<file path="src/rtl/booth_pkg.sv">
// Shared constants, state and Booth-operation encodings for the radix-2 Booth multiplier.
package booth_pkg;

  localparam int W    = 8;
  localparam int ITER = 8;
  localparam logic [3:0] LAST_CNT = 4'(ITER - 1);

  typedef enum logic [1:0] {
    IDLE = 2'b00,
    RUN  = 2'b01,
    DONE = 2'b10
  } state_t;

  typedef enum logic [1:0] {
    OP_NOP = 2'b00,
    OP_ADD = 2'b01,
    OP_SUB = 2'b10
  } booth_op_t;

  // Radix-2 Booth recoding of the current multiplier bit pair {Q[0], Q_1}.
  function automatic booth_op_t booth_decode(input logic q0, input logic q_1);
    booth_op_t op;
    case ({q0, q_1})
      2'b01:   op = OP_ADD;
      2'b10:   op = OP_SUB;
      default: op = OP_NOP;
    endcase
    return op;
  endfunction

endpackage

</file>
<file path="src/rtl/rca8.sv">
// 8-bit ripple-carry adder with carry-out and signed-overflow flag.
module rca8 (
  input  logic [7:0] x,
  input  logic [7:0] y,
  input  logic       c_in,
  output logic [7:0] z,
  output logic       c_out,
  output logic       ovr
);

  logic [8:0] c;

  always_comb begin
    c[0] = c_in;
    for (int i = 0; i < 8; i++) begin
      z[i]     = x[i] ^ y[i] ^ c[i];
      c[i + 1] = (x[i] & y[i]) | (x[i] & c[i]) | (y[i] & c[i]);
    end
  end

  assign c_out = c[8];
  // Signed overflow: carry into the MSB differs from carry out of it.
  assign ovr   = c[7] ^ c[8];

endmodule

</file>
<file path="src/rtl/booth_mul8.sv">
// Sequential signed 8x8 radix-2 Booth multiplier: one add/sub + arithmetic shift per clock,
// eight iterations per product, start/done handshake.
module booth_mul8
  import booth_pkg::*;
(
  input  logic           clk,
  input  logic           rst_b,
  input  logic           start,
  input  logic [W-1:0]   x,
  input  logic [W-1:0]   y,
  output logic           busy,
  output logic           done,
  output logic [2*W-1:0] z
);

  state_t         state_q, state_d;
  logic [W-1:0]   a_q, a_d;
  logic [W-1:0]   q_q, q_d;
  logic [W-1:0]   m_q, m_d;
  logic           q1_q, q1_d;
  logic [3:0]     cnt_q, cnt_d;
  logic [2*W-1:0] z_q, z_d;

  booth_op_t      op;
  logic [W-1:0]   add_y;
  logic           add_cin;
  logic [W-1:0]   sum;
  logic           ovr;
  logic           c_out_unused;
  logic           load;

  rca8 u_rca8 (
    .x     (a_q),
    .y     (add_y),
    .c_in  (add_cin),
    .z     (sum),
    .c_out (c_out_unused),
    .ovr   (ovr)
  );

  always_ff @(posedge clk or negedge rst_b) begin
    if (!rst_b) begin
      state_q <= IDLE;
      a_q     <= '0;
      q_q     <= '0;
      m_q     <= '0;
      q1_q    <= 1'b0;
      cnt_q   <= '0;
      z_q     <= '0;
    end else begin
      state_q <= state_d;
      a_q     <= a_d;
      q_q     <= q_d;
      m_q     <= m_d;
      q1_q    <= q1_d;
      cnt_q   <= cnt_d;
      z_q     <= z_d;
    end
  end

  // DONE also accepts a new request so back-to-back products issue every 9 cycles.
  always_comb begin
    state_d = state_q;
    case (state_q)
      IDLE:    if (start) state_d = RUN;
      RUN:     if (cnt_q == LAST_CNT) state_d = DONE;
      DONE:    state_d = start ? RUN : IDLE;
      default: state_d = IDLE;
    endcase
  end

  always_comb begin
    op      = booth_decode(q_q[0], q1_q);
    add_y   = '0;
    add_cin = 1'b0;
    case (op)
      OP_ADD: add_y = m_q;
      OP_SUB: begin
        add_y   = ~m_q;
        add_cin = 1'b1;
      end
      default: ;
    endcase

    load  = (state_q != RUN) && (state_q != 2'b11) && start;
    a_d   = a_q;
    q_d   = q_q;
    m_d   = m_q;
    q1_d  = q1_q;
    cnt_d = cnt_q;
    z_d   = z_q;
    if (load) begin
      a_d   = '0;
      q_d   = y;
      q1_d  = 1'b0;
      m_d   = x;
      cnt_d = '0;
    end else if (state_q == RUN) begin
      // Shift in the true 9-bit sign so that M = -128 still yields the right result.
      a_d   = {sum[W-1] ^ ovr, sum[W-1:1]};
      q_d   = {sum[0], q_q[W-1:1]};
      q1_d  = q_q[0];
      cnt_d = cnt_q + 4'd1;
      if (cnt_q == LAST_CNT) z_d = {a_d, q_d};
    end
  end

  always_comb begin
    busy = (state_q != IDLE);
    done = (state_q == DONE);
    z    = z_q;
  end

endmodule
</file>
<file path="config.mk">
export PLATFORM = sky130hd
export DESIGN_NAME = booth_mul8
export DESIGN_NICKNAME = d
export VERILOG_FILES = /design/src/rtl/booth_pkg.sv /design/src/rtl/rca8.sv /design/src/rtl/booth_mul8.sv
export SDC_FILE = /design/constraint.sdc
export NUM_CORES = 1
export LEC_CHECK = 0
export CORE_MARGIN = 2
export CORE_UTILIZATION = 30
export DETAILED_ROUTE_END_ITERATION = 16
export MAX_ROUTING_LAYER = met4
export PLACE_DENSITY = 0.48
export SYNTH_ARGS = -nofsm -noshare
export SYNTH_HDL_FRONTEND = slang
export SYNTH_HIERARCHICAL = 1
export SYNTH_SLANG_ARGS = --single-unit
</file>
<file path="constraint.sdc">
create_clock -name clk -period 6 [get_ports clk]
set_input_delay 1.5 -clock clk [delete_from_list [all_inputs] [get_ports clk]]
set_output_delay 1.5 -clock clk [all_outputs]
set_load 0.1 [all_outputs]
</file>
-- Word level (Yosys, flattened, before mapping)
Cells that the tools add are included.
- register bits: 47
- latch bits: 0
- bits in writable memories: 0
- ROM bits: 0
- input port bits: 19
- output and inout port bits: 18
- word-level logic and storage cells: 101
- memories: 0
- $add $sub $neg: 1
- multiply operators: 0
- div/mod/pow operators: 0
- order comparisons: 0
- equality and inequality tests: 11
- shifts and indexed selects: 0
- muxes and demuxes: 15
- bitwise gates (word level): 60
- reductions and logical operators: 7
- operators with widths (operator ; count):
    $mux W8 ; 4
    $and A1 B1 Y1 ; 24
    $xor A1 B1 Y1 ; 18
    $or A1 B1 Y1 ; 16
    $pmux W8 S2 ; 1
    $mux W4 ; 2
    $not A8 Y8 ; 1
    $eq A2 B1 Y1 const B ; 3
    $eq A2 B2 Y1 const B ; 3
    $pmux W2 S3 ; 1
    $add A4 B1 Y4 const B ; 1
    $eq A4 B3 Y1 const B ; 1
    $mux W1 ; 4
    $mux W2 ; 2
    $ne A2 B1 Y1 const B ; 2
    $ne A2 B2 Y1 const B ; 2
    $pmux W2 S2 ; 1
    $reduce_bool A2 Y1 ; 2
    $reduce_and A3 Y1 ; 1
    $logic_and A1 B1 Y1 ; 2
    $logic_not A2 Y1 ; 1
    $reduce_and A2 Y1 ; 1
    $not A1 Y1 ; 1

-- Logic depth before layout (Yosys ltp)
- depth in word-level cells: 32
- depth in mapped cells: 18
- gate-level depth less buffers: 16

-- By module
The synthesis kept the hierarchy.
- modules (own cells, without submodules) (module ; times used ; cells each ; area an instance (um^2) ; sequential area each (um^2)):
    booth_mul8 ; 1 ; 176 ; 2019.4 ; 1176.1
    rca8 ; 1 ; 19 ; 206.4 ; 0.0

-- Worst setup path after synthesis
OpenSTA, ideal clock, no wires.
- path kind: flip-flop to flip-flop
- start: register q1_q
- end: register z_q[15], in the netlist z[15]
- library setup time: 0.126 ns
- arrival: 4.493 ns
- required time: 5.874 ns
- slack: 1.381 ns
- cell stages (with the launch flop): 19
- path buffers: 2
- clock period less this slack: 4.619 ns
- path through: dfrtp_1 -> clkbuf_1 -> nand2b_1 -> clkbuf_1 -> o22ai_1 -> inv_1 -> fa_1 -> inv_1 -> fa_1 -> fa_1 -> fa_1 -> fa_1 -> fa_1 -> fa_1 -> inv_1 -> fa_1 -> inv_1 -> xor2_1 -> mux2_4
- elaborated cells on any way between the ends: 51
- classes of those cells: eq/ne (4); mux (3); bitwise (44)
- RTL lines (element ; RTL line ; RTL):
    from (decl) ; booth_mul8.sv:20 ; logic q1_q, q1_d;
    from (signal assigned) ; booth_mul8.sv:55 ; q1_q <= q1_d;
    $eq A2 B2 Y1 / $eq A2 B1 Y1 (equally long branches) ; booth_pkg.sv:23 ; case ({q0, q_1})
    $pmux W2 S2 (*) ; booth_pkg.sv:23 ;
    $eq A2 B2 Y1 / $eq A2 B1 Y1 (equally long branches) ; booth_mul8.sv:76 ; case (op)
    $pmux W8 S2 (*) ; booth_mul8.sv:76 ;
    named net add_y[0] ; booth_mul8.sv:25 ; logic [W-1:0] add_y;
    $and A1 B1 Y1 ; rca8.sv:17 ; c[i + 1] = (x[i] & y[i]) | (x[i] & c[i]) | (y[i] & c[i]);
    $or A1 B1 Y1 ; rca8.sv:17 ;
    $or A1 B1 Y1 (*) ; rca8.sv:17 ;
    (+13 left out) ; n/a ;
    $or A1 B1 Y1 ; rca8.sv:17 ;
    $or A1 B1 Y1 (*) ; rca8.sv:17 ;
    $and A1 B1 Y1 ; rca8.sv:17 ;
    $or A1 B1 Y1 ; rca8.sv:17 ;
    $or A1 B1 Y1 (*) ; rca8.sv:17 ;
    $xor A1 B1 Y1 (*) ; rca8.sv:16 ; z[i] = x[i] ^ y[i] ^ c[i];
    named net sum[7] ; booth_mul8.sv:27 ; logic [W-1:0] sum;
    $xor A1 B1 Y1 (*) ; booth_mul8.sv:100 ; a_d = {sum[W-1] ^ ovr, sum[W-1:1]};
    to (signal assigned) ; booth_mul8.sv:57 ; z_q <= z_d;
    to (decl) ; booth_mul8.sv:22 ; logic [2*W-1:0] z_q, z_d;
The timed path passes the listed nets; every way through them passes the cells marked *.
A chain may end at the register's enable or synchronous reset.

-- Worst setup path in the final report
Same ends and word-level chain as after synthesis.

==> parameters.txt <==
Parameter                              Value

Status
  Result of the run ... finished, final reports clean

Detailed routing
  Post-route antenna net violation count ... 0
  Total via count after detailed routing ... 1456
  Routed wire length ... 4.521 mm
  Average detailed-routed wire length per instance ... 14.00 um
  Router iterations before antenna repair ... 4
  Violation count after the first detailed-routing iteration ... 55
  Vias per cell ... 4.508
  Number of design rule violations left after detail routing ... 0

STA
  Period Utilization, post-route ... 0.7832
  Setup violations, final ... 0
  Unrepaired setup endpoints after global routing ... no
  Final count of pins violating max slew ... 0
  Total Negative Setup Slacks ... 0 ns
  Worst slew margin relative to its limit ... 0.2947
  Clock Skews ... 0.004771 ns
  Maximum operating frequency ... 212.8 MHz
  Final hold vios ... 0
  Worst slew pin tran ... 1.055 ns
  Time the final worst path needs with I/O delays and setup ... 4.699 ns

Placed design
  Detailed Place HPWL ... 2.973 mm
  Port buffer count ... 36
  Final weighted congestion in routability-driven placement ... 0.7836

Setup path
  Crit path max-delay cell type ... sky130_fd_sc_hd__dfrtp_1
  Worst path max stage delay ... 0.50 ns
  Kind of launch point of the worst setup path ... flop
  Worst reg2reg startpoint ... q1_q$_DFFE_PN0P_
  Max Fanout on Critical Path ... 10
  Largest delay share family, worst path ... adder cells
  CP arrival ... 4.88 ns
  Setup slack of the most critical reg-to-reg path ... 1.30 ns
  Type of the worst setup path ... flop to flop
  Category of the worst setup path capture point ... flop
  Number of buffer and inverter stages on the critical path ... 4
  Required arrival time at the worst endpoint ... 6.18 ns
  Top cell by count, worst path ... sky130_fd_sc_hd__fa_1
  Number of logic stages on the critical path including buffering ... 16
  Number of cells on the worst reg-to-reg path ... 16
  List of cells traversed by the critical path ... nand2b_1 -> o22ai_1 -> inv_1 -> fa_1 -> inv_1 -> fa_1 -> fa_1 -> fa_1 -> fa_1 -> fa_1 -> fa_1 -> inv_1 -> fa_1 -> inv_1 -> xor2_1 -> mux2_4
  CP Launch Point ... q1_q$_DFFE_PN0P_
  Endpoint of the worst-slack reg-to-reg timing path ... z[15]$_DFFE_PN0P_

Finish
  Proportion of layout cells with a drive suffix above 1 ... 0.1205
  Antenna Diode Count ... 0
  Layout-stage area growth over the synthesis result ... 21.62%
  Net total in the final layout ... 253

Clock tree
  Hold buffer count at cts ... 0
  Root Buffer Master ... sky130_fd_sc_hd__clkbuf_8
  Clock-pin slew reported for the worst setup and hold paths after clock tree synthesis ... 0.08 ns
  Clock tree from TritonCTS ... done
  Worst skew pair latency ... 0.29 ns
  Maximum buffer depth of the clock tree ... 2
  Htree depth ... 2
  Number of post-CTS setup repair buffers ... 0
  Clock sink total ... 47
  # resized after CTS ... 0
  Cts bufs inserted ... 5

Global routing
  First-pass GRT wire length ... 7.534 mm
  Global routing usage summed across all routing layers ... 0.1205
  Number of global-route vias before repair ... 1522
  Antenna violations before repair ... 0
  Overall overflow remaining after global route ... 0
  Largest net degree at the start of global routing ... 48

Die
  Horiz. Die Dim ... 90.07 um
  Die footprint ... 8112 um^2
  Die outline height ... 90.07 um
  Number of rows in the core area ... 31
  Starting density of the core ... 0.3080
  Number of top-level design ports ... 37
  Core Area ... 7214 um^2

Flow run
  MaxCap Viol Count ... 0

Yosys
  Gate Count Post-Synth ... 194
  Mapped Nets ... 222
  Post-Syn Area per Cell ... 11.45 um^2
  Synth warn ... 6
  Netlist area before placement ... 2222 um^2

Hold path
  Hold Path Class ... flop to flop
  Worst hold path depth ... 2
  Endpoint of the worst hold-timing path ... m_q[5]$_DFFE_PN0P_
  Beginning of the worst hold path ... m_q[5]$_DFFE_PN0P_
[final cells by class]
cell class,instances,area [um^2]
sequential,47,1176
fill,745,4512
tap,99,123.9
multi-input combinational,125,937.1
inverter,10,37.54
clock buffer,6,72.57
timing repair buffer,36,355.3
[layout by cell type, fill, tap and decap left out, types with 2 or more instances in the layout]
cell / n
sky130_fd_sc_hd__nand2_1: 47
sky130_fd_sc_hd__dfrtp_1: 47
sky130_fd_sc_hd__clkdlybuf4s50_1: 35
sky130_fd_sc_hd__inv_1: 10
sky130_fd_sc_hd__a22o_1: 10
sky130_fd_sc_hd__o22ai_1: 9
sky130_fd_sc_hd__mux2_4: 9
sky130_fd_sc_hd__mux2_2: 8
sky130_fd_sc_hd__fa_1: 8
sky130_fd_sc_hd__nor2_1: 6
sky130_fd_sc_hd__clkbuf_8: 5
sky130_fd_sc_hd__a31oi_1: 4
sky130_fd_sc_hd__nand2b_1: 3
sky130_fd_sc_hd__a22oi_1: 3
sky130_fd_sc_hd__nand3_1: 3
sky130_fd_sc_hd__and2b_1: 2
sky130_fd_sc_hd__mux2i_1: 2
sky130_fd_sc_hd__xnor2_1: 2
[per-stage QoR]
step | cells | hold WS [ns] | instance area [um^2] | setup WS [ns] | util
2_1_floorplan | 194 | 0.4658 | 2222 | 1.381 | -
3_3_place_gp | 317 | 0.4854 | 2630 | 1.436 | 0.3646
3_5_place_dp | 317 | 0.4914 | 2630 | 1.292 | 0.3646
4_1_cts | 323 | 0.5124 | 2703 | 1.278 | 0.3746
5_1_grt | 323 | 0.5219 | 2703 | 1.040 | 0.3746
6_report | 323 | 0.5053 | 2703 | 1.301 | 0.3746
[routing by layer]
layer	vias to the layer above	GRT usage	wire [um]
met1	717	0.1647	2252
met5	-	-	0
li1	710	-	-
met2	23	0.1798	2046
met4	0	0.03846	69
met3	6	0.02598	152
[sequential cells by signal, summed over array words and instances, names as in the netlist]
| register | flops |
|---|---|
| z | 16 |
| q1_q | 1 |
| q_q | 8 |
| a_q | 8 |
| cnt_q | 4 |
| m_q | 8 |
| state_q | 2 |
[worst min-delay path: stages (launching register included)]
cell,delay (ns)
sky130_fd_sc_hd__dfrtp_1,0.37
sky130_fd_sc_hd__nand2_1,0.06
sky130_fd_sc_hd__nand2_1,0.05
[worst max-delay path by stage]
| stage | end | slack, ns |
|---|---|---|
| 6_report | z[15]$_DFFE_PN0P_ | 1.30 |
| 5_1_grt | z[15]$_DFFE_PN0P_ | 1.04 |
| 4_1_cts | z[15]$_DFFE_PN0P_ | 1.28 |
| 3_5_place_dp | z[15]$_DFFE_PN0P_ | 1.29 |
| 3_3_place_gp | z[15]$_DFFE_PN0P_ | 1.44 |
| 2_1_floorplan | z[15]$_DFFE_PN0P_ | 1.38 |
Power is not shown: default switching activity piles up to over one toggle a cycle in this logic, so the estimate is an artifact.
==> RTL change, RTL diff (config.mk and constraints unchanged) <==
Register the inputs `start`, `x` and `y` before use. The logic sees them one clock later.
--- a/src/rtl/booth_mul8.sv
+++ b/src/rtl/booth_mul8.sv
@@ -12,6 +12,16 @@
   output logic           done,
   output logic [2*W-1:0] z
 );
+
+  logic start_q;
+  logic [W-1:0] x_q;
+  logic [W-1:0] y_q;
+
+  always_ff @(posedge clk) begin
+    start_q <= start;
+    x_q     <= x;
+    y_q     <= y;
+  end
 
   state_t         state_q, state_d;
   logic [W-1:0]   a_q, a_d;
@@ -62,9 +72,9 @@
   always_comb begin
     state_d = state_q;
     case (state_q)
-      IDLE:    if (start) state_d = RUN;
+      IDLE:    if (start_q) state_d = RUN;
       RUN:     if (cnt_q == LAST_CNT) state_d = DONE;
-      DONE:    state_d = start ? RUN : IDLE;
+      DONE:    state_d = start_q ? RUN : IDLE;
       default: state_d = IDLE;
     endcase
   end
@@ -82,7 +92,7 @@
       default: ;
     endcase
 
-    load  = (state_q != RUN) && (state_q != 2'b11) && start;
+    load  = (state_q != RUN) && (state_q != 2'b11) && start_q;
     a_d   = a_q;
     q_d   = q_q;
     m_d   = m_q;
@@ -91,9 +101,9 @@
     z_d   = z_q;
     if (load) begin
       a_d   = '0;
-      q_d   = y;
+      q_d   = y_q;
       q1_d  = 1'b0;
-      m_d   = x;
+      m_d   = x_q;
       cnt_d = '0;
     end else if (state_q == RUN) begin
       // Shift in the true 9-bit sign so that M = -128 still yields the right result.
Function: changed (a bounded check fails within 4 cycles, from zero or initial values and one cycle with rst_b low).
==> RTL change against the unedited design <==
Die area grew 14%. Sequential cell count rose by 17. Routed wire length is 2.1% higher. Cell area up 19%. Cell count grew 9.9%. Synthesized area increased by 14%. Setup slack better by 0.21 ns. Largest cell class unchanged.
Power is not shown: default switching activity piles up to over one toggle a cycle in this logic, so the estimate is an artifact.
==> RTL change: results (changes against the unedited design) <==
run_status: "finished, final reports clean"  # unchanged
crit_path_max_fanout: 8  # was 10
cts.repair.resized: 0  # unchanged
met3_length_um: 197  # was 152 um
final_net_count: 273  # was 253
n_fill_cell: 807  # was 745
hold_end: "m_q[4]"  # was m_q[5]
finalWeightedCongestion: 0.810  # was 0.784
internal_reg_to_reg_setup_slack_ns: 1.51  # was 1.30 ns
groute.layer.met2.usage: 0.161  # was 0.180
wl_met1_mm: 2.35  # was 2.25 mm
r2r.worst_path.cells: 17  # was 16
postPlaceCellArea_mm2: 0.00299  # was 0.00263 mm^2
dp_cells: 339  # was 317
worst_path_largest_cell_delay_ns: 0.41  # was 0.50 ns
tritoncts.num_buffers: 9  # was 5
worst_setup_hold_path_clk_slew_ns: 0.07
timing.max_slew.rel_slack: 0.283  # was 0.295
vias: 1543  # was 1456
worstSkewPairLatency_ns: 0.34  # was 0.29 ns
met2_length_mm: 1.95  # was 2.05 mm
use_met1: 0.157  # was 0.165
wl_per_cell_um: 13.0  # was 14.0 um
post_route_skew_ns: 0.00435  # was 0.00477 ns
cts-htree-levels: 3  # was 2
placement.io_buffers: 36  # unchanged
post_route_cells_drive_above_1_share: 0.152  # was 0.121
cts_root_buffer: "sky130_fd_sc_hd__clkbuf_8"  # unchanged
postCtsSetupRepairBufs: 0  # unchanged
hold_path_startpoint: "x_q[4]"  # was m_q[5]
critical_path.reg2reg.endpoint: "z[15]"  # unchanged
grt_pass1_vias: 1578  # was 1522
grt_util_met3: 0.0392  # was 0.0260
viasPerCell: 4.35  # was 4.51
grt_antenna_before_repair: 0  # unchanged
worst-endpoint-arrival_ns: 4.72  # was 4.88 ns
synth_nets: 233  # was 222
r2r_start: "q1_q"  # unchanged
crit_slowest_cell: "sky130_fd_sc_hd__fa_1"  # was sky130_fd_sc_hd__dfrtp_1
groute.usage.overall: 0.119  # was 0.120
hpwl_mm: 3.06  # was 2.97 mm
first_pass_grt_wire_length_mm: 7.80  # was 7.53 mm
drt_iter0_drc: 49  # was 55
top_sig_layer: "met4"  # unchanged
post_synth_inst_count: 205  # was 194
## RTL change: area by class of cell
cell class / count / area [um^2] / share of cell area
Multi-Input combinational cell: 122 / 937 / 0.292
Inverter: 10 / 37.5 / 0.0117
Clock inverter: 2 / 35.0 / 0.0109
Timing Repair Buffer: 38 / 370 / 0.115
Clock buffer: 14 / 183 / 0.0569
Sequential cell: 64 / 1520 / 0.472
Tap cell: 105 / 131 / 0.0409
## RTL change: how the worst max path moves through the flow
stage,start,to,slack (ns),cells after the start
floorplan,q1_q,z[15],1.64,18
global placement,q1_q,z[15],1.61,17
detailed placement,q1_q,z[15],1.52,17
CTS,q1_q,z[15],1.52,17
global route,q1_q,z[15],1.22,17
finish,q1_q,z[15],1.51,17
## RTL change: through the flow
stage	setup slack, ns	utilization	hold slack (ns)
after global routing	1.22	0.391	0.435
final	1.51	0.391	0.415
after detailed placement	1.52	0.364	0.408
after CTS	1.52	0.391	0.419
after floorplan	1.64	-	0.398
after global placement	1.61	0.364	0.407
